File: src/rtl/instr_decode_stage_pkg.sv
// Shared opcode constants, FSM state encoding and decoded-field layout
// for the instruction decode stage and its field decoder.
package instr_decode_stage_pkg;

  localparam logic [5:0] OP_RTYPE = 6'h00;
  localparam logic [5:0] OP_J     = 6'h02;
  localparam logic [5:0] OP_BEQ   = 6'h04;
  localparam logic [5:0] OP_BNE   = 6'h05;
  localparam logic [5:0] OP_ADDI  = 6'h08;
  localparam logic [5:0] OP_ANDI  = 6'h0C;
  localparam logic [5:0] OP_ORI   = 6'h0D;
  localparam logic [5:0] OP_LW    = 6'h23;
  localparam logic [5:0] OP_SW    = 6'h2B;

  typedef enum logic [1:0] {
    ST_EMPTY = 2'd0,
    ST_ONE   = 2'd1,
    ST_TWO   = 2'd2
  } state_e;

  typedef enum logic [2:0] {
    CLS_NONE    = 3'd0,
    CLS_RTYPE   = 3'd1,
    CLS_BRANCH  = 3'd2,
    CLS_MEM     = 3'd3,
    CLS_ILLEGAL = 3'd4
  } class_e;

  typedef struct packed {
    logic [5:0]  opcode;
    logic [4:0]  rs;
    logic [4:0]  rt;
    logic [4:0]  rd;
    logic [4:0]  shamt;
    logic [5:0]  funct;
    logic [15:0] imm16;
    logic        rtype;
    logic        branch;
    logic        mem;
    logic        illegal;
  } fields_t;

  // Mapping to a single class makes the flags one-hot (or all zero) by construction.
  function automatic class_e classify(input logic [5:0] op);
    class_e c;
    case (op)
      OP_RTYPE:                       c = CLS_RTYPE;
      OP_BEQ, OP_BNE:                 c = CLS_BRANCH;
      OP_LW, OP_SW:                   c = CLS_MEM;
      OP_J, OP_ADDI, OP_ANDI, OP_ORI: c = CLS_NONE;
      default:                        c = CLS_ILLEGAL;
    endcase
    return c;
  endfunction

endpackage

File: src/rtl/instr_decode_stage_if.sv
// Fetch-side and downstream-side handshake bundle of the decode stage.
// slave = the decode stage, master = its environment.
interface instr_decode_stage_if #(
  parameter int PC_W  = 32,
  parameter int CNT_W = 16
);
  logic             in_valid;
  logic             in_ready;
  logic [31:0]      in_instr;
  logic [PC_W-1:0]  in_pc;
  logic             flush;

  logic             out_valid;
  logic             out_ready;
  logic [5:0]       out_opcode;
  logic [5:0]       out_funct;
  logic [4:0]       out_rs;
  logic [4:0]       out_rt;
  logic [4:0]       out_rd;
  logic [4:0]       out_shamt;
  logic [15:0]      out_imm16;
  logic [PC_W-1:0]  out_pc_plus4;
  logic             out_rtype;
  logic             out_branch;
  logic             out_mem;
  logic             out_illegal;
  logic [CNT_W-1:0] out_count;

  modport slave (
    input  in_valid, in_instr, in_pc, flush, out_ready,
    output in_ready, out_valid, out_opcode, out_funct, out_rs, out_rt, out_rd,
           out_shamt, out_imm16, out_pc_plus4, out_rtype, out_branch, out_mem,
           out_illegal, out_count
  );

  modport master (
    output in_valid, in_instr, in_pc, flush, out_ready,
    input  in_ready, out_valid, out_opcode, out_funct, out_rs, out_rt, out_rd,
           out_shamt, out_imm16, out_pc_plus4, out_rtype, out_branch, out_mem,
           out_illegal, out_count
  );
endinterface

File: src/rtl/instr_field_decode.sv
// Combinational field extraction, class decode and pc+4 for one
// instruction on the input path of the decode stage.
module instr_field_decode
  import instr_decode_stage_pkg::*;
#(
  parameter int PC_W = 32
) (
  input  logic [31:0]     instr_i,
  input  logic [PC_W-1:0] pc_i,
  output fields_t         fields_o,
  output logic [PC_W-1:0] pc_plus4_o
);

  class_e cls;

  always_comb begin
    cls              = classify(instr_i[31:26]);
    fields_o         = '0;
    fields_o.opcode  = instr_i[31:26];
    fields_o.rs      = instr_i[25:21];
    fields_o.rt      = instr_i[20:16];
    fields_o.rd      = instr_i[15:11];
    fields_o.shamt   = instr_i[10:6];
    fields_o.funct   = instr_i[5:0];
    fields_o.imm16   = instr_i[15:0];
    fields_o.rtype   = (cls == CLS_RTYPE);
    fields_o.branch  = (cls == CLS_BRANCH);
    fields_o.mem     = (cls == CLS_MEM);
    fields_o.illegal = (cls == CLS_ILLEGAL);
  end

  assign pc_plus4_o = pc_i + PC_W'(4);

endmodule

File: src/rtl/instr_decode_stage.sv
// Decode stage: two-entry skid buffer holding pre-decoded instructions,
// with flush, registered handshakes and an accepted-instruction counter.
//
// state    | meaning
// ---------+-------------------------------------------
// ST_EMPTY | nothing held, in_ready=1, out_valid=0
// ST_ONE   | main entry valid, in_ready=1, out_valid=1
// ST_TWO   | main+skid valid, in_ready=0, out_valid=1
module instr_decode_stage
  import instr_decode_stage_pkg::*;
#(
  parameter int PC_W  = 32,
  parameter int CNT_W = 16
) (
  input  logic                 clk,
  input  logic                 rst_n,
  instr_decode_stage_if.slave  stg_if
);

  fields_t          dec_fields;
  logic [PC_W-1:0]  dec_pc4;

  state_e           state_q;
  logic             in_ready_q;
  logic             out_valid_q;
  fields_t          main_q;
  fields_t          skid_q;
  logic [PC_W-1:0]  main_pc4_q;
  logic [PC_W-1:0]  skid_pc4_q;
  logic [CNT_W-1:0] count_q;
  logic [CNT_W-1:0] count_d;

  logic accept;
  logic xfer;

  instr_field_decode #(.PC_W(PC_W)) u_field_decode (
    .instr_i    (stg_if.in_instr),
    .pc_i       (stg_if.in_pc),
    .fields_o   (dec_fields),
    .pc_plus4_o (dec_pc4)
  );

  // Flush masks both handshakes so nothing is accepted or retired that cycle.
  assign accept  = stg_if.in_valid && in_ready_q && !stg_if.flush;
  assign xfer    = out_valid_q && stg_if.out_ready && !stg_if.flush;
  assign count_d = count_q + CNT_W'(1);

  always_ff @(posedge clk or negedge rst_n) begin
    if (!rst_n) begin
      state_q     <= ST_EMPTY;
      in_ready_q  <= 1'b1;
      out_valid_q <= 1'b0;
      main_q      <= '0;
      skid_q      <= '0;
      main_pc4_q  <= '0;
      skid_pc4_q  <= '0;
    end else if (stg_if.flush) begin
      state_q     <= ST_EMPTY;
      in_ready_q  <= 1'b1;
      out_valid_q <= 1'b0;
    end else begin
      case (state_q)
        ST_EMPTY: begin
          if (accept) begin
            main_q      <= dec_fields;
            main_pc4_q  <= dec_pc4;
            state_q     <= ST_ONE;
            in_ready_q  <= 1'b1;
            out_valid_q <= 1'b1;
          end
        end
        ST_ONE: begin
          if (accept && !xfer) begin
            skid_q      <= dec_fields;
            skid_pc4_q  <= dec_pc4;
            state_q     <= ST_TWO;
            in_ready_q  <= 1'b0;
            out_valid_q <= 1'b1;
          end else if (accept && xfer) begin
            main_q      <= dec_fields;
            main_pc4_q  <= dec_pc4;
          end else if (xfer) begin
            state_q     <= ST_EMPTY;
            in_ready_q  <= 1'b1;
            out_valid_q <= 1'b0;
          end
        end
        ST_TWO: begin
          if (xfer) begin
            main_q      <= skid_q;
            main_pc4_q  <= skid_pc4_q;
            state_q     <= ST_ONE;
            in_ready_q  <= 1'b1;
            out_valid_q <= 1'b1;
          end
        end
        default: begin
          state_q     <= ST_EMPTY;
          in_ready_q  <= 1'b1;
          out_valid_q <= 1'b0;
        end
      endcase
    end
  end

  always_ff @(posedge clk or negedge rst_n) begin
    if (!rst_n) begin
      count_q <= '0;
    end else if (accept) begin
      count_q <= count_d;
    end
  end

  assign stg_if.in_ready     = in_ready_q;
  assign stg_if.out_valid    = out_valid_q;
  assign stg_if.out_opcode   = main_q.opcode;
  assign stg_if.out_funct    = main_q.funct;
  assign stg_if.out_rs       = main_q.rs;
  assign stg_if.out_rt       = main_q.rt;
  assign stg_if.out_rd       = main_q.rd;
  assign stg_if.out_shamt    = main_q.shamt;
  assign stg_if.out_imm16    = main_q.imm16;
  assign stg_if.out_pc_plus4 = main_pc4_q;
  assign stg_if.out_rtype    = main_q.rtype;
  assign stg_if.out_branch   = main_q.branch;
  assign stg_if.out_mem      = main_q.mem;
  assign stg_if.out_illegal  = main_q.illegal;
  assign stg_if.out_count    = count_q;

endmodule
File: src/flat_wrapper.sv
// flat-port wrapper written by rule: the top's interface ports become plain ports
module instr_decode_stage_flat import instr_decode_stage_pkg::*;
#(
  parameter int PC_W  = 32,
  parameter int CNT_W = 16
)
  (clk, rst_n, stg_if_in_valid, stg_if_in_instr, stg_if_in_pc, stg_if_flush, stg_if_out_ready, stg_if_in_ready, stg_if_out_valid, stg_if_out_opcode, stg_if_out_funct, stg_if_out_rs, stg_if_out_rt, stg_if_out_rd, stg_if_out_shamt, stg_if_out_imm16, stg_if_out_pc_plus4, stg_if_out_rtype, stg_if_out_branch, stg_if_out_mem, stg_if_out_illegal, stg_if_out_count);
  instr_decode_stage_if #(.PC_W(PC_W), .CNT_W(CNT_W)) stg_if_i ();
  input  logic clk;
  input  logic rst_n;
  input wire logic [$bits(stg_if_i.in_valid)-1:0] stg_if_in_valid;
  input wire logic [$bits(stg_if_i.in_instr)-1:0] stg_if_in_instr;
  input wire logic [$bits(stg_if_i.in_pc)-1:0] stg_if_in_pc;
  input wire logic [$bits(stg_if_i.flush)-1:0] stg_if_flush;
  input wire logic [$bits(stg_if_i.out_ready)-1:0] stg_if_out_ready;
  output wire logic [$bits(stg_if_i.in_ready)-1:0] stg_if_in_ready;
  output wire logic [$bits(stg_if_i.out_valid)-1:0] stg_if_out_valid;
  output wire logic [$bits(stg_if_i.out_opcode)-1:0] stg_if_out_opcode;
  output wire logic [$bits(stg_if_i.out_funct)-1:0] stg_if_out_funct;
  output wire logic [$bits(stg_if_i.out_rs)-1:0] stg_if_out_rs;
  output wire logic [$bits(stg_if_i.out_rt)-1:0] stg_if_out_rt;
  output wire logic [$bits(stg_if_i.out_rd)-1:0] stg_if_out_rd;
  output wire logic [$bits(stg_if_i.out_shamt)-1:0] stg_if_out_shamt;
  output wire logic [$bits(stg_if_i.out_imm16)-1:0] stg_if_out_imm16;
  output wire logic [$bits(stg_if_i.out_pc_plus4)-1:0] stg_if_out_pc_plus4;
  output wire logic [$bits(stg_if_i.out_rtype)-1:0] stg_if_out_rtype;
  output wire logic [$bits(stg_if_i.out_branch)-1:0] stg_if_out_branch;
  output wire logic [$bits(stg_if_i.out_mem)-1:0] stg_if_out_mem;
  output wire logic [$bits(stg_if_i.out_illegal)-1:0] stg_if_out_illegal;
  output wire logic [$bits(stg_if_i.out_count)-1:0] stg_if_out_count;
  assign stg_if_i.in_valid = stg_if_in_valid;
  assign stg_if_i.in_instr = stg_if_in_instr;
  assign stg_if_i.in_pc = stg_if_in_pc;
  assign stg_if_i.flush = stg_if_flush;
  assign stg_if_i.out_ready = stg_if_out_ready;
  assign stg_if_in_ready = stg_if_i.in_ready;
  assign stg_if_out_valid = stg_if_i.out_valid;
  assign stg_if_out_opcode = stg_if_i.out_opcode;
  assign stg_if_out_funct = stg_if_i.out_funct;
  assign stg_if_out_rs = stg_if_i.out_rs;
  assign stg_if_out_rt = stg_if_i.out_rt;
  assign stg_if_out_rd = stg_if_i.out_rd;
  assign stg_if_out_shamt = stg_if_i.out_shamt;
  assign stg_if_out_imm16 = stg_if_i.out_imm16;
  assign stg_if_out_pc_plus4 = stg_if_i.out_pc_plus4;
  assign stg_if_out_rtype = stg_if_i.out_rtype;
  assign stg_if_out_branch = stg_if_i.out_branch;
  assign stg_if_out_mem = stg_if_i.out_mem;
  assign stg_if_out_illegal = stg_if_i.out_illegal;
  assign stg_if_out_count = stg_if_i.out_count;
  instr_decode_stage #(.PC_W(PC_W), .CNT_W(CNT_W)) u_core (.clk(clk), .rst_n(rst_n), .stg_if(stg_if_i));
endmodule
File: config.mk
export PLATFORM = sky130hd
export DESIGN_NAME = instr_decode_stage_flat
export DESIGN_NICKNAME = d
export VERILOG_FILES = /design/src/rtl/instr_decode_stage_pkg.sv /design/src/rtl/instr_decode_stage_if.sv /design/src/rtl/instr_field_decode.sv /design/src/rtl/instr_decode_stage.sv /design/src/flat_wrapper.sv
export SDC_FILE = /design/constraint.sdc
export NUM_CORES = 1
export LEC_CHECK = 0
export CORE_MARGIN = 4
export CORE_UTILIZATION = 30
export CTS_CLUSTER_SIZE = 14
export DETAILED_ROUTE_END_ITERATION = 10
export PLACE_DENSITY = 0.62
export SYNTH_ARGS = -nofsm -noshare
export SYNTH_HDL_FRONTEND = slang
export SYNTH_HIERARCHICAL = 1
export SYNTH_SLANG_ARGS = --single-unit
File: constraint.sdc
create_clock -name clk -period 2.3 [get_ports clk]
set_input_delay 0.46 -clock clk [delete_from_list [all_inputs] [get_ports clk]]
set_output_delay 0.46 -clock clk [all_outputs]
set_load 0.01 [all_outputs]
==> Yosys cells after proc, flatten, opt, wreduce, memory -nomap -nowiden <==
Index checks and enable logic that the tools add are counted.
W data, S select, Z words.
{ "totals": {"register_bits": 188, "input_bits": 69, "out_inout_bits": 102} }
{ "op_classes": {"n_addsub": 2, "n_eq_ne": 22, "n_mux": 30, "bitwise": 1, "n_reduce_logical": 18} }
{ "op_table": {"columns": ["operator", "count"], "rows": [
  ["$mux W52", 4],
  ["$pmux W52 S3", 1],
  ["$mux W32", 4],
  ["$pmux W32 S3", 1],
  ["$add A32 B3 Y32 const B", 1],
  ["$eq A6 B4 Y1 const B", 3],
  ["$add A16 B1 Y16 const B", 1],
  ["$eq A6 B3 Y1 const B", 2],
  ["$eq A6 B6 Y1 const B", 2],
  ["$mux W2", 6],
  ["$pmux W3 S4", 1],
  ["$mux W1", 10],
  ["$eq A3 B2 Y1 const B", 2],
  ["$eq A6 B2 Y1 const B", 1],
  ["$logic_and A1 B1 Y1", 6],
  ["$logic_not A6 Y1", 1],
  ["$ne A2 B1 Y1 const B", 3],
  ["$ne A3 B2 Y1 const B", 2],
  ["$pmux W1 S3", 2],
  ["$pmux W2 S3", 1],
  ["$reduce_and A6 Y1", 1],
  ["$ne A4 B2 Y1 const B", 1],
  ["$ne A4 B3 Y1 const B", 1],
  ["$reduce_and A4 Y1", 1],
  ["13 further kinds", 15]
]} }

==> Longest topological paths before layout <==
Gate-level depths: netlist of the first run.
{ "depth": {"word_depth": 7, "depth_mapped": 8, "mapped_depth_nobuf": 7} }

==> Cells and area by module <==
Netlist of the first run, hierarchy kept.
{ "modules_own_cells": {"columns": ["module", "n_inst", "cells_each", "area_per_inst_um2"], "rows": [
  ["instr_decode_stage", 1, 545, 8449.4],
  ["instr_field_decode", 1, 146, 1034.7]
]} }

==> Least setup slack after synthesis of the first run <==
No wires, ideal clock.
{ "synth_path": {"path_kind": "input -> register", "startpoint": "input port stg_if_in_pc[2]", "endpoint": "register u_core.main_pc4_q[18] (netlist: u_core/stg_if.out_pc_plus4[18])", "setup_time_ns": 0.128, "t_arrival_ns": 1.828, "required_ns": 2.172, "slack_ns": 0.345, "stages": 8, "cell_sequence": "ha_1 nand4_1 nor2_1 buf_2 nand4_1 xnor2_1 mux2_2 mux2_1"} }
{ "synth_via": {"elab_chain_cells": 4, "word_cells_on_any_way": 5, "classes_between": "1 x add/sub; 4 x mux"} }
{ "synth_lines": {"columns": ["element", "line_no", "text"], "rows": [
  ["from (decl)", "flat_wrapper.sv:13", "input wire logic [$bits(stg_if_i.in_pc)-1:0] stg_if_in_pc;"],
  ["$add A32 B3 Y32 (*)", "instr_field_decode.sv:32", "assign pc_plus4_o = pc_i + PC_W'(4);"],
  ["via u_core.dec_pc4[18]", "instr_decode_stage.sv:21", "logic [PC_W-1:0] dec_pc4;"],
  ["$mux W32", "instr_decode_stage.sv:79", "end else if (accept && xfer) begin"],
  ["$mux W32", "instr_decode_stage.sv:73", "if (accept && !xfer) begin"],
  ["$pmux W32 S3 (*)", "instr_decode_stage.sv:62", "case (state_q)"],
  ["to (signal assigned)", "instr_decode_stage.sv:66", "main_pc4_q <= dec_pc4;"],
  ["to (signal assigned)", "instr_decode_stage.sv:81", "main_pc4_q <= dec_pc4;"],
  ["to (signal assigned)", "instr_decode_stage.sv:91", "main_pc4_q <= skid_pc4_q;"],
  ["to (decl)", "instr_decode_stage.sv:28", "logic [PC_W-1:0] main_pc4_q;"]
]} }
The timed path passes the listed nets; every way through them passes the cells marked *. The select of a mux whose other input is x is not followed.
A chain may end at the register's enable or synchronous reset.

==> Worst setup path in the final report of the first run <==
{ "layout_path": {"startpoint": "input port stg_if_in_pc[2]", "endpoint": "register u_core.main_pc4_q[12] (netlist: u_core/stg_if.out_pc_plus4[12])"} }
The elaborated chain is that of the path after synthesis.

==> results of run 1 <==
[flip-flops by register name (all words and copies together) (netlist names)]
name / cells
u_core/stg_if.out_imm16: 16
u_core/stg_if.out_pc_plus4: 32
u_core/stg_if.out_count: 16
u_core/stg_if.out_rd: 5
u_core/skid_pc4_q: 32
u_core/stg_if.out_opcode: 6
u_core/stg_if.out_rs: 5
u_core/stg_if.out_funct: 6
u_core/stg_if.out_branch: 1
u_core/stg_if.out_shamt: 5
u_core/stg_if.out_mem: 1
u_core/stg_if.out_illegal: 1
u_core/state_q: 2
u_core/skid_q: 52
u_core/stg_if.out_rtype: 1
u_core/stg_if.out_valid: 1
u_core/stg_if.out_rt: 5
u_core/stg_if.in_ready: 1
[cell usage in the layout (no fill, tap or decap), drive strengths merged, types with 3 or more instances in the layout]
cell,instances
xor2,8
clkinvlp,5
and2,4
nand4,18
nor2,15
xnor2,35
and3,4
and4,3
nor3,7
o21ai,3
clkdlybuf4s50,169
nand3,15
inv,14
dfrtp,187
nand2,18
mux2,255
nand4b,3
clkbuf,20
ha,6
buf,64
[metrics by stage]
step           cells  hold slack [ns]  setup slack, ns  instance area (sq um)
6_report        1270           0.4779           0.1887                  12290
3_5_place_dp    1237           0.4570          -0.2900                  11740
2_1_floorplan    691           0.1644           0.3449                   9484
3_3_place_gp    1237           0.4564          -0.2639                  11740
5_1_grt         1270           0.4972          0.03425                  12290
4_1_cts         1270           0.4771           0.1865                  12290
[final cells by class]
type / instances / share of cell area
Clock inverter: 13 / 0.008653
Multi-Input combinational cell: 411 / 0.3386
Tap cell: 396 / 0.04031
Sequential cell: 188 / 0.3829
Clock buffer: 19 / 0.03522
Timing Repair Buffer: 235 / 0.1919
Inverter: 8 / 0.002443
[metal layers]
| metal | up-vias | wire [microns] | part of all wire |
|---|---|---|---|
| met5 | - | 0 | 0 |
| met2 | 104 | 9475 | 0.47 |
| met1 | 2876 | 9371 | 0.46 |
| met3 | 12 | 1259 | 0.062 |
| met4 | 0 | 224 | 0.011 |
| li1 | 2730 | - | - |
[worst max-delay path by stage]
stage | end | depth (start not counted)
6_report | u_core/stg_if.out_pc_plus4[12]$_DFFE_PN0P_ | 9
5_1_grt | u_core/stg_if.out_pc_plus4[28]$_DFFE_PN0P_ | 9
4_1_cts | u_core/stg_if.out_pc_plus4[12]$_DFFE_PN0P_ | 9
3_5_place_dp | u_core/stg_if.out_pc_plus4[26]$_DFFE_PN0P_ | 9
3_3_place_gp | u_core/stg_if.out_pc_plus4[30]$_DFFE_PN0P_ | 9
2_1_floorplan | u_core/stg_if.out_pc_plus4[18]$_DFFE_PN0P_ | 8
[power groups by stage]
stage          combinational [W]  clock (W)  sequential, W
2_1_floorplan            0.00242          0        0.00591
3_3_place_gp             0.00508          0        0.00569
3_5_place_dp             0.00517          0        0.00571
4_1_cts                  0.00519    0.00293        0.00567
5_1_grt                  0.00548    0.00308        0.00585
6_report                 0.00508    0.00279        0.00566
[worst reg2reg max path: stages, from the launching register on]
cell                      delay (ns)
sky130_fd_sc_hd__dfrtp_1        0.43
sky130_fd_sc_hd__inv_1          0.12
sky130_fd_sc_hd__ha_1           0.28
sky130_fd_sc_hd__o21ai_0        0.17
sky130_fd_sc_hd__nand3_4        0.15
sky130_fd_sc_hd__buf_12         0.32
sky130_fd_sc_hd__mux2_2         0.41
[kinds of logic after synthesis]
| logic type | count (synthesis) |
|---|---|
| multiplexers | 256 |
| buffers and inverters | 92 |
| adder cells (fa/ha/maj) | 6 |
| flip-flops | 188 |
| XOR/XNOR | 43 |
| AND/OR/NAND/NOR | 95 |
| AO/OA/AOI/OAI | 11 |
==> qor.yml, run 1 <==
design.core.area_sq_um: 30910
synth.distinct_cells: 45
buffer_ports.inserted: 170
ys_dominant_reg_cell: "sky130_fd_sc_hd__dfrtp_1"
power.clock.fraction: 0.206
outcome: "finished clean"
timing.critical_path.required_ns: 2.62
drive_above_1_share: 0.3478
first_iter_violations: 202
cts-buffers-inserted: 17
synth_top_area_frac: 0.4934
yosys-mux-area-fraction: 0.3197
slew_headroom: 0.6973
worst_setup_path_end_kind: "flip-flop"
multi_input_area_sq_um: 4161
final.min_clock_period_ns: 2.111
worst-setup-path-type: "primary input to flip-flop"
globalRouteOverflowTotal: 0
via_per_inst: 4.506
cp.buffers_inverters: 2
cpPeakStageDelay_ns: 0.49
largest_family_of_logic_cells_by_synthesized_area: "multiplexers"
cp.arrival_ns: 2.43
static_leakage_nw: 5.226
hold_depth: 1
p_sw_w: 0.004058
grt_pass1_wl_microns: 33310
area.growth.synth_to_final_pct: 29.59
synth_adder_area_share: 0.007916
post-route-drc-count: 0
setup.worst_path.start_class: "primary input"
gp_congestion: 0.7155
timing.clock.skew_ns: 0.01105
global_route.usage.met1: 0.1580
cts_tree: "yes"
worst_slew_pin_slew_ns: 0.4534
io-pin-count: 171
drt_first_pass_iters: 4
worst_r2r_path_depth: 6
rsz_0062_raised_after_global_routing: "no"
setup_tns_ns: 0
seqCellArea_sq_um: 4706
internal_power_summed_over_all_cells_w: 0.009468
hold_class: "flip-flop to flip-flop"
routed-via-count: 5722
die_area_sq_um: 34520
finish.net_count: 936
ant_nets: 0
cts.hold.buffers_added: 1
p_seq_frac: 0.418
critical_path.slowest_cell: "sky130_fd_sc_hd__clkdlybuf4s50_1"
synth.avg_cell_area_sq_um: 13.73
crit_chain: "clkdlybuf4s50_1, ha_1, nand4_1, nor2_1, buf_4, nand4_1, xnor2_1, mux2_2, mux2_1"
finalCoreUtilization: 0.3976
gr-usage-all-layers: 0.1226
row_count: 64
clock.fmax_mhz: 473.6
vias_in_the_first_global_route: 6169
post_synth_main_area_contributors: "sky130_fd_sc_hd__dfrtp_1, sky130_fd_sc_hd__mux2_2, sky130_fd_sc_hd__mux2_1"
hold_violations: 0
final.period_utilization: 0.9180
crit_path_max_fanout: 11
finalWirelength_microns: 20330
whs_endpoint: "u_core/stg_if.out_count[15]$_DFFE_PN0P_"
insertedDiodeCount: 0
synthMostInstantiatedCell: "sky130_fd_sc_hd__dfrtp_1"
cts.htree.levels: 4
rrSetupSlack_ns: 0.30
setup.worst_path.start: "stg_if_in_pc[2]"
detailedPlacementHpwl_microns: 14050
share_of_the_synthesized_netlist_area_taken_by_xor_and_xnor_gates: 0.03971
synth-seq-cells: 188
groute.layer.met2.usage: 0.1955
floorplan.die.height_microns: 185.8
fillers: 2950
timing.rr.start: "u_core/state_q[1]$_DFFE_PN0P_"
global_route.peak_usage_layer: "met2"
p_total_w: 0.01353
synth_top_area_cell: "sky130_fd_sc_hd__dfrtp_1"
timing.hold.worst.start: "u_core/stg_if.out_count[15]$_DFFE_PN0P_"
path_clk_slew_ns: 0.07
drv_slew: 0
cp_top_family: "buffers and inverters"
route.detailed.wl_per_inst_microns: 16.01
power_dens_cells_nw_per_um2: 1101
synth_enable_flop_cells: 0
cts_buffer_depth: 2
vdd.ir_drop.worst_uv: 601.9
cts_setup_buffers: 0
ys_async_sr_fraction: 1.000
grt_antenna_before_repair: 0
portion_of_the_post_synthesis_area_used_by_sequential_elements: 0.4962
synth_compound_gate_area_share: 0.008575
largest_net_degree_at_the_start_of_global_routing: 55
max-cap-violations: 0
reg2reg_to: "u_core/stg_if.out_rs[2]$_DFFE_PN0P_"
p_comb_frac: 0.375
die_width_microns: 185.8
grtUsageMet3: 0.04378
clock_sinks: 188
power_switching_share: 0.3000
yosysWarnings: 6
clk_latency_ns: 0.44
post_synth_and_or_nand_nor_area_fraction: 0.05950
clock_root_buffer: "sky130_fd_sc_hd__clkbuf_16"
post_cts_resized: 0
setup_viol: 0
synthesis.nets: 766
initial_core_util: 0.3068
critPathMostFrequentCell: "sky130_fd_sc_hd__nand4_1"
synthCells: 691
synth_top_cells_by_count: "sky130_fd_sc_hd__dfrtp_1, sky130_fd_sc_hd__mux2_2, sky130_fd_sc_hd__mux2_1, sky130_fd_sc_hd__buf_4, sky130_fd_sc_hd__mux2_4"
post_synth_instance_area_sq_um: 9484
No activity file was read; power rests on OpenSTA's default activity.
==> run 2: changes to the inputs <==
Settings changed: CORE_MARGIN 4 to not set, SLEW_MARGIN set to 25.
==> qor.yml, run 2 (synthesized netlist as in run 1, its figures left out) <==
grt_antenna_before_repair: 0
reg2reg_to: "u_core/stg_if.out_shamt[2]$_DFFE_PN0P_"
grtUsageMet3: 0.04437
worst-setup-path-type: "primary input to flip-flop"
cts_setup_buffers: 0
post_cts_resized: 0
finish.net_count: 922
worst_slew_pin_slew_ns: 0.4890
drive_above_1_share: 0.3395
drv_slew: 0
io-pin-count: 171
final.period_utilization: 0.9093
path_clk_slew_ns: 0.08
outcome: "complete, but fails checks"
hold_violations: 0
hold_depth: 1
cp.arrival_ns: 2.42
fin_hold_ws_ns: 0.4912
initial_core_util: 0.3076
p_total_w: 0.01363
rrSetupSlack_ns: 0.23
worst_r2r_path_depth: 6
drt_first_pass_iters: 10
post-route-drc-count: 10
setup_viol: 0
gp_congestion: 0.7535
timing.clock.skew_ns: 0.01154
pre_cts_ws_ns: -0.2559
rsz_0062_raised_after_global_routing: "no"
via_per_inst: 4.514
cts.hold.buffers_added: 1
clock_sinks: 188
global_route.usage.met1: 0.1671
internal_power_summed_over_all_cells_w: 0.009571
p_sw_w: 0.004061
cts-buffers-inserted: 17
route.detailed.wl_per_inst_microns: 15.92
most_common_cell_after_layout_fill_and_taps_aside: "sky130_fd_sc_hd__dfrtp_1"
slew_headroom: 0.6740
worst_setup_path_end_kind: "flip-flop"
vdd.ir_drop.worst_uv: 538.2
area.growth.synth_to_final_pct: 28.47
largest_reg_flops: 52
p_seq_frac: 0.415
largest-register: "u_core/skid_q"
first_iter_violations: 206
power_dens_cells_nw_per_um2: 1119
ant_nets: 0
global_route.peak_usage_layer: "met2"
die_width_microns: 179.8
timing.critical_path.required_ns: 2.62
clock.fmax_mhz: 478.2
fillers: 2899
timing.hold.worst.start: "u_core/stg_if.out_count[7]$_DFFE_PN0P_"
power.clock.fraction: 0.217
die_area_sq_um: 32330
routed-via-count: 5669
power_switching_share: 0.2979
design.core.area_sq_um: 30830
grt_pass1_wl_microns: 33390
clock_root_buffer: "sky130_fd_sc_hd__clkbuf_16"
final.min_clock_period_ns: 2.091
finalWirelength_microns: 19990
gr-usage-all-layers: 0.1314
setup_tns_ns: 0
cts_buffer_depth: 2
setup.worst_path.start: "stg_if_in_pc[2]"
cts.htree.levels: 4
most-common-layout-cells: "sky130_fd_sc_hd__dfrtp_1, sky130_fd_sc_hd__clkdlybuf4s50_1, sky130_fd_sc_hd__mux2_2"
vias_in_the_first_global_route: 6110
clk_latency_ns: 0.45
largest_net_degree_at_the_start_of_global_routing: 54
crit_path_max_fanout: 11
floorplan.die.height_microns: 179.8
finalCoreUtilization: 0.3952
insertedDiodeCount: 0
globalRouteOverflowTotal: 0
violations_in_the_final_reports: "DRC"
minimum_setup_slack_in_the_final_design_ns: 0.2087
cts_tree: "yes"
timing.rr.start: "u_core/state_q[1]$_DFFE_PN0P_"
detailedPlacementHpwl_microns: 13170
whs_endpoint: "u_core/stg_if.out_count[7]$_DFFE_PN0P_"
hold_class: "flip-flop to flip-flop"
static_leakage_nw: 5.187
p_comb_frac: 0.368
buffer_ports.inserted: 170
setup.worst_path.start_class: "primary input"
groute.layer.met2.usage: 0.2079
row_count: 64
max-cap-violations: 0
==> run 2: worst max-delay path: stages <==
cell	delay [ns]
sky130_fd_sc_hd__clkdlybuf4s50_1	0.48
sky130_fd_sc_hd__ha_1	0.18
sky130_fd_sc_hd__nand4_1	0.12
sky130_fd_sc_hd__nor2_1	0.12
sky130_fd_sc_hd__buf_4	0.21
sky130_fd_sc_hd__nand4_1	0.13
sky130_fd_sc_hd__xnor2_1	0.16
sky130_fd_sc_hd__mux2_2	0.26
sky130_fd_sc_hd__mux2_1	0.28
==> run 2: how the worst max path moves through the flow <==
stage                                                 endpoint  cells past startpoint
floorplan           u_core/stg_if.out_pc_plus4[18]$_DFFE_PN0P_                      8
global placement    u_core/stg_if.out_pc_plus4[30]$_DFFE_PN0P_                      9
detailed placement  u_core/stg_if.out_pc_plus4[28]$_DFFE_PN0P_                      9
CTS                     u_core/stg_if.out_shamt[2]$_DFFE_PN0P_                      6
global route            u_core/stg_if.out_imm16[1]$_DFFE_PN0P_                      6
finish              u_core/stg_if.out_pc_plus4[30]$_DFFE_PN0P_                      9
==> run 2: per-stage QoR <==
step / area (sq um) / std cells
floorplan: 9484 / 691
global placement: 11600 / 1223
detailed placement: 11600 / 1223
CTS: 12180 / 1256
global route: 12180 / 1256
finish: 12180 / 1256
==> run 2: power by group through the flow <==
stage                     registers, W  logic [W]  clock network (W)
after global placement         0.00568    0.00502                  0
after CTS                      0.00568    0.00512            0.00309
final                          0.00565    0.00502            0.00296
after detailed placement       0.00571    0.00510                  0
after global routing           0.00588    0.00542            0.00321
after floorplan                0.00591    0.00242                  0
==> run 2: cell type report <==
type	count	area (sq um)	share of cell area
sequential	188	4706	0.3862
tap	396	495.5	0.04067
timing repair buffer	221	2216	0.1819
inverter	8	30.03	0.002465
multi-input combinational	411	4161	0.3415
clock buffer	18	439.2	0.03604
clock inverter	14	136.4	0.01119
==> run 2: routing by layer <==
layer,part of all wire,vias up
met1,0.47,2822
met5,0,-
li1,-,2707
met4,0.013,0
met3,0.063,15
met2,0.46,125
==> run 3: changes to the inputs <==
Settings changed: CAP_MARGIN set to 40, CORE_MARGIN set to 2.
==> qor.yml, run 3 (synthesized netlist as in run 1, its figures left out) <==
cts_buffer_depth: 2
insertedDiodeCount: 0
rrSetupSlack_ns: 0.35
crit_chain: "clkdlybuf4s50_1, ha_1, nand4_1, nor2_1, buf_4, nand4_1, xnor2_1, mux2_2, mux2_1"
timing.clock.skew_ns: 0.01473
grtUsageMet3: 0.04031
floorplan.die.height_microns: 181.8
finish.net_count: 921
layoutNonFillerInstCount: 1261
rsz_0062_raised_after_global_routing: "no"
most_common_cell_after_layout_fill_and_taps_aside: "sky130_fd_sc_hd__dfrtp_1"
p_seq_frac: 0.420
finalWirelength_microns: 20060
vdd.ir_drop.worst_uv: 642.0
critical_path_depth: 9
cpPeakStageDelay_ns: 0.49
dp.cells: 1228
worst-setup-path-type: "primary input to flip-flop"
via_per_inst: 4.567
route.detailed.wl_per_inst_microns: 15.90
finalCoreUtilization: 0.3882
first_iter_violations: 184
cts_setup_buffers: 0
power_dens_cells_nw_per_um2: 1111
slew_headroom: 0.7038
clock_root_buffer: "sky130_fd_sc_hd__clkbuf_16"
hold_class: "flip-flop to flip-flop"
internal_power_summed_over_all_cells_w: 0.009436
clock.fmax_mhz: 472.3
power.clock.fraction: 0.211
grt_pass1_wl_microns: 32850
drive_above_1_share: 0.3376
setup.worst_path.start_class: "primary input"
hold_depth: 1
final.min_clock_period_ns: 2.117
row_count: 65
vias_in_the_first_global_route: 6062
cts.htree.levels: 4
cts-buffers-inserted: 17
final.period_utilization: 0.9206
design.core.area_sq_um: 31310
area.growth.synth_to_final_pct: 28.17
ant_nets: 0
p_sw_w: 0.004070
gp_congestion: 0.7691
cts_tree: "yes"
cp_top_family: "buffers and inverters"
worst_setup_path_end_kind: "flip-flop"
globalRouteOverflowTotal: 0
largest-register: "u_core/skid_q"
io-pin-count: 171
buffer_ports.inserted: 170
largest_reg_flops: 52
worst_slew_pin_slew_ns: 0.4443
worst_r2r_path_depth: 6
p_comb_frac: 0.370
grt_antenna_before_repair: 0
post-route-drc-count: 0
hold_violations: 0
setup_tns_ns: 0
static_leakage_nw: 5.151
setup_viol: 0
critPathMostFrequentCell: "sky130_fd_sc_hd__nand4_1"
timing.rr.start: "u_core/state_q[1]$_DFFE_PN0P_"
cp.arrival_ns: 2.43
timing.hold.worst.start: "u_core/stg_if.out_count[15]$_DFFE_PN0P_"
largest_net_degree_at_the_start_of_global_routing: 52
detailedPlacementHpwl_microns: 13360
timing.critical_path.required_ns: 2.61
fillers: 2974
outcome: "finished clean"
post_cts_resized: 0
routed-via-count: 5759
most-common-layout-cells: "sky130_fd_sc_hd__dfrtp_1, sky130_fd_sc_hd__clkdlybuf4s50_1, sky130_fd_sc_hd__mux2_2"
setup.worst_path.start: "stg_if_in_pc[2]"
path_clk_slew_ns: 0.07
initial_core_util: 0.3029
global_route.usage.met1: 0.1589
power_switching_share: 0.3014
clock_sinks: 188
clk_latency_ns: 0.44
gr-usage-all-layers: 0.1266
drv_slew: 0
cp.buffers_inverters: 2
groute.layer.met2.usage: 0.2069
max-cap-violations: 0
die_width_microns: 181.8
global_route.peak_usage_layer: "met2"
drt_first_pass_iters: 4
critical_path.slowest_cell: "sky130_fd_sc_hd__clkdlybuf4s50_1"
die_area_sq_um: 33050
crit_path_max_fanout: 11
## run 3: cell count changes in the layout (fill, tap and decap cells not counted), sizes merged
cell,delta
clkinv,-3
clkinvlp,+4
bufinv,-1
buf,-1
## run 3: worst paths after layout
| check | end |
|---|---|
| min | u_core/stg_if.out_count[15]$_DFFE_PN0P_ |
| max reg2reg | u_core/stg_if.out_pc_plus4[2]$_DFFE_PN0P_ |
| max | u_core/stg_if.out_pc_plus4[28]$_DFFE_PN0P_ |
| max in group asynchronous | u_core/stg_if.out_imm16[12]$_DFFE_PN0P_ |
| min reg2reg | u_core/stg_if.out_count[15]$_DFFE_PN0P_ |
| min in group asynchronous | u_core/stg_if.out_pc_plus4[11]$_DFFE_PN0P_ |
## run 3: worst reg2reg max path, cell delays in order, from the launching register on
cell and delay [ns]:
sky130_fd_sc_hd__dfrtp_1 0.42, sky130_fd_sc_hd__inv_1 0.12, sky130_fd_sc_hd__ha_1 0.28, sky130_fd_sc_hd__o21ai_0 0.17, sky130_fd_sc_hd__nand3_4 0.15, sky130_fd_sc_hd__buf_12 0.31, sky130_fd_sc_hd__mux2_1 0.40
## run 3: layout make-up
class | instances | area, sq um | area share
Clock inverter | 14 | 130.1 | 0.01071
Inverter | 8 | 30.03 | 0.002470
Sequential cell | 188 | 4706 | 0.3871
Timing Repair Buffer | 220 | 2196 | 0.1806
Clock buffer | 18 | 429.2 | 0.03531
Multi-Input combinational cell | 411 | 4161 | 0.3424
Tap cell | 402 | 503.0 | 0.04138
## run 3: repair_timing
| action | 4_1_cts | 5_1_grt |
|---|---|---|
| hold endpoints to repair | 46 | 0 |
| setup endpoints to repair | 0 | 0 |
| hold buffers | 1 | 0 |
## run 3: metrics by stage
stage / cell area [sq um] / power (W) / hold WS, ns / worst slack, ns
6_report: 12160 / 0.01351 / 0.4807 / 0.1827
3_3_place_gp: 11590 / 0.01070 / 0.4648 / -0.2640
3_5_place_dp: 11590 / 0.01081 / 0.4629 / -0.2685
5_1_grt: 12160 / 0.01438 / 0.5078 / 0.08130
2_1_floorplan: 9484 / 0.008326 / 0.1644 / 0.3449
4_1_cts: 12160 / 0.01379 / 0.4857 / 0.1796
## run 3: metal layers
| metal | up-vias | wire [microns] | share of wire |
|---|---|---|---|
| met5 | - | 0 | 0 |
| met4 | 0 | 250 | 0.012 |
| met3 | 14 | 1228 | 0.061 |
| met2 | 114 | 9563 | 0.48 |
| met1 | 2937 | 9012 | 0.45 |
| li1 | 2694 | - | - |
## run 3: power groups by stage
| stage | clock [W] | sequential (W) | combinational, W |
|---|---|---|---|
| after global routing | 0.00313 | 0.00587 | 0.00538 |
| after CTS | 0.00300 | 0.00568 | 0.00511 |
| final | 0.00284 | 0.00567 | 0.00499 |
| after floorplan | 0 | 0.00591 | 0.00242 |
| after detailed placement | 0 | 0.00572 | 0.00509 |
| after global placement | 0 | 0.00569 | 0.00501 |
==> patch 1, RTL diff (settings of run 1) <==
Re-encode `state_e` (3 states) as one-hot, 3 bits wide.
--- a/src/rtl/instr_decode_stage_pkg.sv
+++ b/src/rtl/instr_decode_stage_pkg.sv
@@ -13,8 +13,8 @@
   localparam logic [5:0] OP_SW    = 6'h2B;
 
-  typedef enum logic [1:0] {
-    ST_EMPTY = 2'd0,
-    ST_ONE   = 2'd1,
-    ST_TWO   = 2'd2
+  typedef enum logic [2:0] {
+    ST_EMPTY = 3'b001,
+    ST_ONE   = 3'b010,
+    ST_TWO   = 3'b100
   } state_e;
 
Function: no difference found for any inputs over 4 cycles, from zero or initial values and one cycle with rst_n low; so few cycles prove little.
==> patch 1 against run 1 <==
- die area is 2.0% lower
- sequential cell count is 1 higher
- clock skew is 0.0010 ns lower
- area after synthesis is 2.1% lower
- sequential share of layout area is 0.77 points higher
- design area is 1.4% lower
- routed wire length is 0.29% higher
- register-to-register slack worse by 0.08 ns
- non-clock buffer count is 4 lower
- critical path type unchanged
- worst setup slack worse by 0.024 ns
Power is not compared: it rests on default switching activity, and its combinational part moved more than twofold at a synthesized area within 25%.
==> patch 1: results (changes against run 1) <==
| Metric | Value |
|---|---|
| Status | `complete, no violations` |
| Initial DRC count | `236 (+17%)` |
| Total GRT Usage | `12.44% (+0.17 points)` |
| DR vias/cell | `4.586 (+1.8%)` |
| Peak Freq | `468.2 MHz (-1.1%)` |
| Capture point of the critical path | `u_core/stg_if.out_pc_plus4[28]$_DFFE_PN0P_` |
| Placed cell area | `11500 um^2 (-2.0%)` |
| R2R setup slack | `0.22 ns (-0.08 ns)` |
| Slew headroom | `63.91% (-5.8 points)` |
| Mapped Nets | `761 (-0.65%)` |
| Drt wl/cell | `16.12 um (+0.69%)` |
| Placer's final routability congestion estimate | `0.7566 (+5.7%)` |
| Fin Clk Skew | `0.01004 ns (-0.001011 ns)` |
| Top cells by area, synth | `dfrtp_1 50%, mux2_2 29%, buf_4 4.4%, xnor2_1 3.5%, mux2_1 1.6%` |
| Share of layout cells above drive strength 1 | `39.47% (+4.7 points)` |
| Dpl ws | `-0.2695 ns (+0.02047 ns)` |
| Crit path DAT | `2.45 ns (+0.02 ns)` |
| Dpl cells | `1232 (-0.40%)` |
| Post-DP HPWL | `13.97 mm (-0.54%)` |
| Worst R2R Start | `u_core/state_q[0]$_DFFE_PN1P_` |
| GRT met2 Usage | `20.30% (+0.74 points)` |
| Mapped Cells | `690 (-0.14%)` |
| GR Util met1 | `16.08% (+0.28 points)` |
| Reg2Reg Capture Point | `u_core/stg_if.out_pc_plus4[5]$_DFFE_PN0P_` |
| Vias in the first global route | `6226 (+0.92%)` |
==> patch 1: area by class of cell <==
type                    instances  area (um^2)
multi-input cells             412         3961
repair buffers                231         2303
clock buffers                  18        429.2
clock inverters                14        173.9
flip-flops and latches        189         4732
inverters                       5        18.77
well taps                     396        495.5
fillers                      2911        18480
==> patch 1: worst min path at each step <==
stage / from / endpoint / slack, ns
floorplan: rst_n / u_core/skid_pc4_q[0]$_DFFE_PN0P_ / 0.16
CTS: rst_n / u_core/stg_if.out_imm16[2]$_DFFE_PN0P_ / 0.009
global placement: u_core/stg_if.out_count[15]$_DFFE_PN0P_ / u_core/stg_if.out_count[15]$_DFFE_PN0P_ / 0.47
detailed placement: u_core/stg_if.out_count[15]$_DFFE_PN0P_ / u_core/stg_if.out_count[15]$_DFFE_PN0P_ / 0.47
finish: u_core/stg_if.out_count[15]$_DFFE_PN0P_ / u_core/stg_if.out_count[15]$_DFFE_PN0P_ / 0.48
global route: u_core/stg_if.out_count[15]$_DFFE_PN0P_ / u_core/stg_if.out_count[15]$_DFFE_PN0P_ / 0.50
==> patch 1: through the flow <==
step | TNS [ns] | util [%]
floorplan | 0 | -
CTS | 0 | 39.57
detailed placement | -11.64 | 37.60
finish | 0 | 39.60
global placement | -11.10 | 37.60
global route | 0 | 39.60
==> patch 1: cell families after synthesis <==
family	share of synthesized area, %
compound gates	1.105
mux	30.80
fa+ha+maj	0.2694
buf+inv	6.535
simple gates	6.090
xor+xnor	4.244
flops	50.96
==> patch 1: routing by layer <==
| metal | vias up | part of all wire [%] |
|---|---|---|
| met5 | - | 0 |
| met4 | 0 | 0.94 |
| met3 | 14 | 5.7 |
| met2 | 113 | 48 |
| met1 | 2932 | 46 |
| li1 | 2742 | - |
==> patch 2, RTL diff (config.mk and constraints of run 1) <==
Made on the original files. `PC_W` is set to 32 in 4 places; all go to 28.
--- a/src/rtl/instr_decode_stage_if.sv
+++ b/src/rtl/instr_decode_stage_if.sv
@@ -2,5 +2,5 @@
 // slave = the decode stage, master = its environment.
 interface instr_decode_stage_if #(
-  parameter int PC_W  = 32,
+  parameter int PC_W  = 28,
   parameter int CNT_W = 16
 );
--- a/src/rtl/instr_field_decode.sv
+++ b/src/rtl/instr_field_decode.sv
@@ -4,5 +4,5 @@
   import instr_decode_stage_pkg::*;
 #(
-  parameter int PC_W = 32
+  parameter int PC_W = 28
 ) (
   input  logic [31:0]     instr_i,
--- a/src/rtl/instr_decode_stage.sv
+++ b/src/rtl/instr_decode_stage.sv
@@ -10,5 +10,5 @@
   import instr_decode_stage_pkg::*;
 #(
-  parameter int PC_W  = 32,
+  parameter int PC_W  = 28,
   parameter int CNT_W = 16
 ) (
--- a/src/flat_wrapper.sv
+++ b/src/flat_wrapper.sv
@@ -2,5 +2,5 @@
 module instr_decode_stage_flat import instr_decode_stage_pkg::*;
 #(
-  parameter int PC_W  = 32,
+  parameter int PC_W  = 28,
   parameter int CNT_W = 16
 )
Interface: changed (resized stg_if_in_pc and stg_if_out_pc_plus4); port bits go from 171 to 163. The function was not compared with the original's and may differ.
==> patch 2 against run 1 <==
- worst hold slack got worse by 0.0020 ns
- area after synthesis fell by 8.2%
- via count grew 0.17%
- largest cell class unchanged
- sequential power is 7.8% lower
- critical path type unchanged
- worst setup slack got worse by 0.018 ns
- routed wire length decreased by 5.0%
- sequential cell count down 8
- maximum frequency down 0.86%
- design area decreased by 9.1%
- cell count rose by 0.24%
- combinational power shrank 25%
- critical endpoint is now u_core/stg_if.out_pc_plus4[23]$_DFFE_PN0P_
- total power is 10% lower
- die area is 7.8% lower
==> patch 2: results (changes against run 1) <==
| Metric | Value |
|---|---|
| Status | `complete, no violations` |
| Pin count of the biggest net entering global routing | `83 (+51%)` |
| R2R setup slack | `0.20 ns (-0.10 ns)` |
| Fin crit share | `92.59% (+0.80 points)` |
| Dpl ws | `-0.2351 ns (+0.05490 ns)` |
| Port Buffers | `162 (-4.7%)` |
| Top cells by area, synth | `dfrtp_1 51%, mux2_2 11%, mux2i_1 9.2%, buf_4 4.4%, nand2_1 4.1%` |
| Root Driver | `clkbuf_16` |
| Mapped Cells | `744 (+7.7%)` |
| #MultiIn Comb | `466 (+13%)` |
| Reg2Reg Capture Point | `u_core/stg_if.out_imm16[2]$_DFFE_PN0P_` |
| Slew headroom | `63.59% (-6.1 points)` |
| Hold_ws | `0.4759 ns (-0.001996 ns)` |
| Capture point of the critical path | `u_core/stg_if.out_pc_plus4[23]$_DFFE_PN0P_` |
| Drt total wl | `19.31 mm (-5.0%)` |
| Worst vdd ir | `0.4596 mV (-24%)` |
| Placer's final routability congestion estimate | `0.7571 (+5.8%)` |
| Non-Clock Buffer Count | `201 (-14%)` |
| First-pass GRT wire length | `31.24 mm (-6.2%)` |
| Sequential Area | `4506 um^2 (-4.3%)` |
| Yosys cell types | `43 (-4.4%)` |
| Fin Clk Skew | `0.01276 ns (+0.001715 ns)` |
| DR vias/cell | `4.503 (about the same)` |
| Leakage | `0.004657 uW (-11%)` |
| WHS Path Cells | `1 (unchanged)` |
| Seq Cell Count | `180 (-4.3%)` |
| Final instance area | `11170 um^2 (-9.1%)` |
| R2R cell count | `7 (+1)` |
| Post-DP HPWL | `13.19 mm (-6.1%)` |
| Vias in the first global route | `5872 (-4.8%)` |
| Share of layout cells above drive strength 1 | `20.47% (-14 points)` |
| Crit path DAT | `2.48 ns (+0.05 ns)` |
| CP Max Fanout | `6 (-5)` |
| Dpl cells | `1240 (+0.24%)` |
| Worst R2R Start | `u_core/state_q[0]$_DFFE_PN0P_` |
| CP max stage delay | `0.52 ns (+0.03 ns)` |
| Total GRT Usage | `12.36% (+0.097 points)` |
| Mapped Nets | `815 (+6.4%)` |
| Layout net count | `947 (+1.2%)` |
| Layout filler cell count | `2823 (-4.3%)` |
| Seq/Total Area, Yosys | `51.75% (+2.1 points)` |
| Initial DRC count | `190 (-5.9%)` |
| NonClk Buf Share | `17.86% (-1.3 points)` |
[patch 2: critical path, delay by kind of cell]
family          cells  cell delay, ns
simple gates        3            0.86
buf+inv             2            0.65
xor+xnor            1            0.23
compound gates      1            0.14
mux                 1            0.12
[patch 2: kinds of logic after synthesis]
family | Yosys count | share of synthesized area [%]
mux | 162 | 19.80
flops | 180 | 51.75
xor+xnor | 39 | 3.923
buf+inv | 98 | 7.990
simple gates | 164 | 9.082
compound gates | 95 | 6.596
fa+ha+maj | 6 | 0.8622
[patch 2: routing by layer]
layer / GRT usage [%] / vias up / part of all wire (%)
met3: 3.794 / 14 / 6.9
met1: 17.09 / 2793 / 48
met5: 0 / - / 0
met4: 3.326 / 0 / 0.99
li1: - / 2801 / -
met2: 18.86 / 124 / 44
[patch 2: report_power, final]
| part | total (uW) | internal (uW) | switching, uW | leakage [uW] |
|---|---|---|---|---|
| sequential | 5220 | 4490 | 728 | 0.00221 |
| combinational | 3800 | 2210 | 1590 | 0.00214 |
| clock | 3080 | 1590 | 1490 | 0.000306 |
